==> src/rtl/mod_counter_hex_if.sv <==
// rtl/mod_counter_hex_if.sv - control, count and display bundle for mod_counter_hex
interface mod_counter_hex_if #(
  parameter int WIDTH = 8
);
  localparam int DIGITS = (WIDTH + 3) / 4;

  logic                  enable;
  logic                  up;
  logic                  load;
  logic [WIDTH-1:0]      load_value;
  logic [WIDTH-1:0]      count;
  logic                  tc;
  logic [7*DIGITS-1:0]   hex;

  modport master (
    output enable, up, load, load_value,
    input  count, tc, hex
  );

  modport slave (
    input  enable, up, load, load_value,
    output count, tc, hex
  );
endinterface

==> src/rtl/mod_counter_hex.sv <==
// rtl/mod_counter_hex.sv - modulo-N up/down counter with prescaler, load, tc pulse and hex decode
module mod_counter_hex #(
  parameter int WIDTH    = 8,
  parameter int MODULUS  = 256,
  parameter int PRESCALE = 1
) (
  input  logic              clk_i,
  input  logic              reset_i,
  mod_counter_hex_if.slave  bus
);
  localparam int DIGITS = (WIDTH + 3) / 4;
  localparam int PW     = (PRESCALE > 1) ? $clog2(PRESCALE) : 1;

  localparam logic [WIDTH:0]   MOD_W    = (WIDTH + 1)'(MODULUS);
  localparam logic [WIDTH-1:0] MAX_V    = WIDTH'(MODULUS - 1);
  localparam logic [PW-1:0]    PRE_LAST = PW'(PRESCALE - 1);

  logic [WIDTH-1:0] count_q, count_d;
  logic [PW-1:0]    pre_q, pre_d;
  logic             tc_q, tc_d;
  logic             tick;

  assign tick = bus.enable && (pre_q == PRE_LAST);

  always_comb begin
    count_d = count_q;
    pre_d   = pre_q;
    tc_d    = 1'b0;
    if (bus.load) begin
      count_d = ({1'b0, bus.load_value} < MOD_W) ? bus.load_value : MAX_V;
      pre_d   = '0;
    end else if (tick) begin
      pre_d = '0;
      if (bus.up) begin
        if (count_q == MAX_V) begin
          count_d = '0;
          tc_d    = 1'b1;
        end else begin
          count_d = count_q + 1'b1;
        end
      end else begin
        if (count_q == '0) begin
          count_d = MAX_V;
          tc_d    = 1'b1;
        end else begin
          count_d = count_q - 1'b1;
        end
      end
    end else if (bus.enable) begin
      pre_d = pre_q + 1'b1;
    end
  end

  always_ff @(posedge clk_i) begin
    if (reset_i) begin
      count_q <= '0;
      pre_q   <= '0;
      tc_q    <= 1'b0;
    end else begin
      count_q <= count_d;
      pre_q   <= pre_d;
      tc_q    <= tc_d;
    end
  end

  assign bus.count = count_q;
  assign bus.tc    = tc_q;

  // Segment patterns are g..a, active-low.
  function automatic logic [6:0] seg7(input logic [3:0] nib);
    case (nib)
      4'h0: seg7 = 7'b1000000;
      4'h1: seg7 = 7'b1111001;
      4'h2: seg7 = 7'b0100100;
      4'h3: seg7 = 7'b0110000;
      4'h4: seg7 = 7'b0011001;
      4'h5: seg7 = 7'b0010010;
      4'h6: seg7 = 7'b0000010;
      4'h7: seg7 = 7'b1111000;
      4'h8: seg7 = 7'b0000000;
      4'h9: seg7 = 7'b0010000;
      4'hA: seg7 = 7'b0001000;
      4'hB: seg7 = 7'b0000011;
      4'hC: seg7 = 7'b1000110;
      4'hD: seg7 = 7'b0100001;
      4'hE: seg7 = 7'b0000110;
      default: seg7 = 7'b0001110;
    endcase
  endfunction

  logic [4*DIGITS-1:0] count_ext;
  assign count_ext = (4 * DIGITS)'(count_q);

  for (genvar k = 0; k < DIGITS; k++) begin : g_digit
    assign bus.hex[7*k +: 7] = seg7(count_ext[4*k +: 4]);
  end
endmodule

==> src/flat_wrapper.sv <==
// flat-port wrapper written by rule: the top's interface ports become plain ports
module mod_counter_hex_flat 
#(
  parameter int WIDTH    = 8,
  parameter int MODULUS  = 256,
  parameter int PRESCALE = 1
)
  (clk_i, reset_i, bus_enable, bus_up, bus_load, bus_load_value, bus_count, bus_tc, bus_hex);
  mod_counter_hex_if #(.WIDTH(WIDTH)) bus_i ();
  input  logic clk_i;
  input  logic reset_i;
  input wire logic [$bits(bus_i.enable)-1:0] bus_enable;
  input wire logic [$bits(bus_i.up)-1:0] bus_up;
  input wire logic [$bits(bus_i.load)-1:0] bus_load;
  input wire logic [$bits(bus_i.load_value)-1:0] bus_load_value;
  output wire logic [$bits(bus_i.count)-1:0] bus_count;
  output wire logic [$bits(bus_i.tc)-1:0] bus_tc;
  output wire logic [$bits(bus_i.hex)-1:0] bus_hex;
  assign bus_i.enable = bus_enable;
  assign bus_i.up = bus_up;
  assign bus_i.load = bus_load;
  assign bus_i.load_value = bus_load_value;
  assign bus_count = bus_i.count;
  assign bus_tc = bus_i.tc;
  assign bus_hex = bus_i.hex;
  mod_counter_hex #(.WIDTH(WIDTH), .MODULUS(MODULUS), .PRESCALE(PRESCALE)) u_core (.clk_i(clk_i), .reset_i(reset_i), .bus(bus_i));
endmodule
==> config.mk <==
export PLATFORM = sky130hd
export DESIGN_NAME = mod_counter_hex_flat
export DESIGN_NICKNAME = d
export VERILOG_FILES = /design/src/rtl/mod_counter_hex_if.sv /design/src/rtl/mod_counter_hex.sv /design/src/flat_wrapper.sv
export SDC_FILE = /design/constraint.sdc
export NUM_CORES = 1
export LEC_CHECK = 0
export CAP_MARGIN = 10
export CORE_MARGIN = 2
export CORE_UTILIZATION = 39
export DETAILED_ROUTE_END_ITERATION = 10
export GPL_ROUTABILITY_DRIVEN = 0
export PLACE_DENSITY = 0.61
export SETUP_SLACK_MARGIN = 0.5
export SYNTH_ARGS = -nofsm -noshare
export SYNTH_HDL_FRONTEND = slang
export SYNTH_SLANG_ARGS = --single-unit
==> constraint.sdc <==
create_clock -name clk_i -period 3.5 [get_ports clk_i]
set_input_delay 0.35 -clock clk_i [delete_from_list [all_inputs] [get_ports clk_i]]
set_output_delay 0.35 -clock clk_i [all_outputs]
set_load 0.005 [all_outputs]
# Word-level counts from Yosys, hierarchy flattened
# Memory sizes are Yosys's and may differ from the RTL's. A register that Yosys moved wholly into a read port is not among the register bits.
# Cells that the tools add are included.
dict set report op_classes {
  n_reduce_logical 5
  eq_ne 1
  bitwise 2
  n_addsub 3
  mux 12
}
# op n
set ops {}
lappend ops {{$mux 8} 5}
lappend ops {{$mux 4} 4}
lappend ops {{$add 8x1->8 const B} 1}
lappend ops {{$eq 8x8->1 const B} 1}
lappend ops {{$logic_not 8->1} 1}
lappend ops {{$sub 8x1->8 const B} 1}
lappend ops {{$reduce_or 3->1} 2}
lappend ops {{$mux 1} 3}
lappend ops {{$not 1->1} 2}
lappend ops {{$reduce_bool 2->1} 1}
lappend ops {{$add 1x1->1 const B} 1}
lappend ops {{$logic_and 1x1->1} 1}
dict set report totals {
  word_cells 28
  input_bits 13
  regBits 10
  out_inout_bits 23
  romBits 224
  mem_count 2
}
# memory depth word_bits rd rd_ports_with_merged_regs write_ports line
set mem_list {}
lappend mem_list {{(no name shown)} 16 7 1 1 0 mod_counter_hex.sv:71} ;# case (nib)
lappend mem_list {{(no name shown)} 16 7 1 1 0 mod_counter_hex.sv:71}

# Longest topological paths before layout
dict set report depth {
  depth_word 7
  ltp_mapped 12
  mapped_depth_nobuf 12
}

# Worst setup path after synthesis
# Ideal clock, no wire load.
dict set report synth_timing {
  path_type {reg-to-reg}
  start {register u_core.count_q[0], in the netlist u_core.bus.count[0]}
  end {register u_core.bus.hex[7] (netlist name)}
  path_stages_with_launch 11
  n_path_buf 0
  synth_period_minus_slack_ns 2.637
  path_slack_ns 0.863
  t_arrival_ns 2.506
  cell_sequence {dfxtp_1 > inv_1 > ha_1 > or4b_2 > o22ai_1 > xor2_1 > o21bai_1 > clkinv_1 > nor2_1 > mux2i_1 > mux2i_1}
}
dict set report synth_via {
  elab_chain_len 7
  word_cells_on_any_way 11
  classes_between {add/sub (2); eq/ne (1); mux (7); reduce/logical (1)}
}
# item line
set synth_lines {}
lappend synth_lines {{from (decl)} mod_counter_hex.sv:18} ;# logic [WIDTH-1:0] count_q, count_d;
lappend synth_lines {{from (signal assigned)} mod_counter_hex.sv:60} ;# count_q <= count_d;
lappend synth_lines {{$sub 8x1->8 (tied with other cells)} mod_counter_hex.sv:46} ;# count_d = count_q - 1'b1;
lappend synth_lines {{$mux 8, on equally long branches} {mod_counter_hex.sv:42, mod_counter_hex.sv:35}}
lappend synth_lines {{$mux 8 (*)} mod_counter_hex.sv:34} ;# if (bus.up) begin
lappend synth_lines {{$mux 8 (*)} mod_counter_hex.sv:32} ;# end else if (tick) begin
lappend synth_lines {{$mux 8 (*)} mod_counter_hex.sv:29} ;# if (bus.load) begin
lappend synth_lines {{$mux 4 (no line) (*) (2 in series)} n/a}
# Mark *: on every way between the ends. The rest lies on a longest branch, timed or not. The select of a mux whose other input is x is not followed.
# A chain may end at the register's enable or synchronous reset.

# Worst setup path in the final report
dict set report layout_timing {
  start {register u_core.count_q[1], in the netlist u_core.bus.count[1]}
  end {register u_core.bus.hex[11] (netlist name)}
}
dict set report layout_via {
  elab_chain_len 7
  word_cells_on_any_way 11
  classes_between {add/sub (2); eq/ne (1); mux (7); reduce/logical (1)}
}
# item line
set layout_lines {}
lappend layout_lines {{$sub 8x1->8 (tied with other cells)} mod_counter_hex.sv:46}
lappend layout_lines {{$mux 8, on equally long branches} {mod_counter_hex.sv:42, mod_counter_hex.sv:35}}
lappend layout_lines {{$mux 8 (*)} mod_counter_hex.sv:34}
lappend layout_lines {{$mux 8 (*)} mod_counter_hex.sv:32}
lappend layout_lines {{$mux 8 (*)} mod_counter_hex.sv:29}
lappend layout_lines {{$mux 4 (no line) (*) (2 in series)} n/a}
# Marks and branches as above.

==> reports/results.ini <==
[status]
result_of_the_run = finished, final reports clean

[worst_setup_path]
worstSetupStartpointType = flop
reg2reg_depth = 9
worstSetupEndpointType = flop
setup.worst_path.end = u_core.bus.hex[11]
critPathMaxStageDelay_ps = 660
setup.worst_path.class = reg -> reg
cp_top_family = simple AND/OR/NAND/NOR gates
worst_r2r_setup_slack_ps = 690
worstReg2RegEnd = u_core.bus.hex[11]
critical_path_arrival_ps = 3030
crit_cells = 9
critPathMaxFanout = 9
critical_path.reg2reg.startpoint = u_core.bus.count[1]
critPathBufInv = 2
crit_path_frequent_cell = sky130_fd_sc_hd__inv_1
critical_path_required_ps = 3710
crit_path_start = u_core.bus.count[1]
critical-path-slowest-cell = sky130_fd_sc_hd__or4b_2
path_cells = inv_1, ha_2, or4b_2, a211oi_2, a211o_1, inv_1, ha_1, or4_1, nand3_1

[routing]
total_vias_in_the_final_route = 1631
drt_iter0_markers = 217
avgViaCountPerCell = 5.70
detail_route.wirelength_mm = 4.42
routedWlPerCell_um = 15.5
firstDrtPassIters = 6
drtAntennaViolNets = 0
remaining_drc_errors = 0

[yosys]
top_post_synthesis_cells_by_area = sky130_fd_sc_hd__dfxtp_1 (28%), sky130_fd_sc_hd__ha_1 (10%), sky130_fd_sc_hd__mux2i_1 (5.3%)
synth-main-ff-cell = sky130_fd_sc_hd__dfxtp_1
synth_area_mm2 = 0.00170
number_of_distinct_library_cells_after_synthesis = 56
yosysTopAreaCellShare_pct = 28.3
synth-seq-area-share_pct = 28.3
synth.avg_cell_area_um2 = 8.44
postSynthRegisterBits = 24
synth.net_count = 228
yosys.area.top_type = sky130_fd_sc_hd__dfxtp_1
yosys_warnings = 0
proportion_of_synthesized_flip_flops_having_asynchronous_set_or_reset_pct = 0
synthCells = 201
synth_edf_count = 0

[floorplanning]
initial_core_util_pct = 41.5
die_height_um = 70.0
floorplan.io_pins = 36
row_count = 23
floorplan.core_area_mm2 = 0.00409
die_area_mm2 = 0.00489
dieWidth_um = 70.0

[place]
port-buffer-count = 35
detailedPlacementHpwl_mm = 3.21
placement.setup.worst_slack_ps = 562

[clock_network]
clk_pin_slew_worst_paths_ps = 90
cts-buffers-inserted = 3
cts_tree = done
htreeDepth = 1
worstSkewPairLatency_ps = 270
clock_tree.root_cell = sky130_fd_sc_hd__clkbuf_8
ctsLongestPathBuffers = 2
clkSinkCount = 24

[grt]
grt_antenna_before_repair = 0
wire_length_of_the_first_global_routing_pass_mm = 7.43
globalRouteOverflowTotal = 0
number_of_global_route_vias_before_repair = 1612
gr-usage-all-layers_pct = 18.2
grt_start_max_net_pins = 17

[sta]
fin_tns_setup_ps = 0
timing.final.setup_violations = 0
timing_max_transition_violations_final = 0
fin_worst_skew_ps = 6.29
max-slew-margin-rel_pct = 63.3
final-hold-violation-count = 0
rsz0062_at_grt = no
timing_worst_slew_pin_value_ps = 551
layout_worst_path_cycle_share_pct = 80.3
maxClockFrequency_mhz = 356
setup_slack_ps = 689
layout_min_cycle_time_ps = 2810

[pwr]
p_int_mw = 0.523
clock_power_share_pct = 21.6
power_mw = 0.760
power.density_mw_per_mm2 = 352
peakVddDrop_mv = 0.189
sw_frac_of_total_pct = 31.1
power.leakage_nw = 0.883
sequentialPowerShare_pct = 44.1
power.combinational.fraction_pct = 34.2
p_switching_mw = 0.237

[cells_and_area]
nets = 265
num_antenna_cells = 0
synth_to_final_area_change_pct = 27.4
nFillCells = 386
drive_above_1_share_pct = 8.90

[job]
max-cap-violations = 0

[worst_hold_path]
hold_removal_path_class = reg -> reg

[cells by family (layout without fill, tap and decap cells)]
family | count (synthesis) | count (layout) | share of synthesized area (%)
buffers and inverters | 30 | 65 | 8.11
AND/OR/NAND/NOR | 69 | 69 | 23.5
flip-flops | 24 | 24 | 28.3
multiplexers | 10 | 10 | 5.97
AO/OA/AOI/OAI | 51 | 51 | 22.3
XOR/XNOR | 3 | 3 | 1.55
adder cells (fa/ha/maj) | 14 | 14 | 10.3
[power groups by stage]
stage	registers [mW]	clock network (mW)	logic, mW
2_1_floorplan	0.332	0	0.149
3_3_place_gp	0.339	0	0.251
3_5_place_dp	0.341	0	0.254
4_1_cts	0.335	0.171	0.256
5_1_grt	0.340	0.181	0.287
6_report	0.335	0.165	0.260
[registers in the layout, indices dropped and copies added, names as in the netlist]
name / flops
u_core.bus.hex: 14
u_core.bus.count: 8
u_core.bus.tc: 1
u_core.pre_q: 1
[worst reg2reg max path, delay by kind of cell, from the launching register on]
kind                       cells  cell delay (ps)
buffers and inverters          2              230
DFF                            1              420
adders and majority gates      2              440
and+or+nand+nor                3             1220
AOI/OAI and AO/OA              2              450
[repair_timing]
action / CTS / global route
endpoints found under the setup margin: 0 / 6
hold buffers: 0 / 0
resized for setup: 0 / 4
buffers inserted: 0 / 2
[placed cells by master, fill, tap and decap left out, drive strengths merged, types with 3 or more instances in the layout]
cell type / Yosys / routed
nand3: 9 / 9
clkdlybuf4s50: 0 / 35
o21ai: 5 / 5
o22ai: 5 / 5
nor3: 6 / 6
or4: 3 / 3
nor2: 12 / 12
ha: 14 / 14
or3: 4 / 4
a211o: 5 / 5
a21oi: 9 / 9
mux2i: 9 / 9
dfxtp: 24 / 24
clkbuf: 2 / 3
a211oi: 4 / 4
nand2: 11 / 11
inv: 17 / 17
nand2b: 5 / 5
nor2b: 4 / 4
buf: 10 / 9
[synthesized netlist by cell type, drive strengths merged (2+ instances only)]
cell / count
a211o: 5
a211oi: 4
a21oi: 9
a221oi: 2
a41oi: 2
buf: 10
clkbuf: 2
dfxtp: 24
ha: 14
inv: 17
mux2i: 9
nand2: 11
nand2b: 5
nand3: 9
nand3b: 2
nand4: 2
nor2: 12
nor2b: 4
nor3: 6
nor4: 2
nor4b: 2
o211a: 2
o21a: 2
o21ai: 5
o22ai: 5
or3: 4
or4: 3
or4b: 2
xor2: 2
[routing by layer]
metal	track usage (%)	wire length, um	vias up
li1	-	-	807
met2	30.7	2160	46
met5	0	0	-
met4	6.84	65	0
met3	2.31	145	6
met1	23.7	2050	772
[through the flow]
stage                     instance area (um2)  utilization, %  std cells  hold slack [ps]
after floorplan                          1700               -        201              427
after global placement                   2090            51.2        281              504
after detailed placement                 2090            51.2        281              515
after CTS                                2130            52.2        284              529
after global routing                     2160            52.9        286              558
final                                    2160            52.9        286              530
[how the worst min path moves through the flow]
stage / start / endpoint / slack [ps] / depth (start not counted)
after global placement: u_core.pre_q / u_core.pre_q / 500 / 1
after detailed placement: u_core.pre_q / u_core.pre_q / 520 / 1
after CTS: u_core.pre_q / u_core.pre_q / 530 / 1
after global routing: u_core.pre_q / u_core.pre_q / 560 / 1
final: u_core.pre_q / u_core.pre_q / 530 / 1
after floorplan: bus_enable / u_core.pre_q / 430 / 1
[cell type report]
cell class                 count  area, um2  area share, %
clock buffer                   3       41.3           1.91
inverter                      18       67.6           3.13
timing repair buffer          44        418           19.3
tap                           50       62.6           2.90
sequential                    24        482           22.3
multi-input combinational    147       1090           50.4
Note: power is estimated with default switching activity, not from simulation.
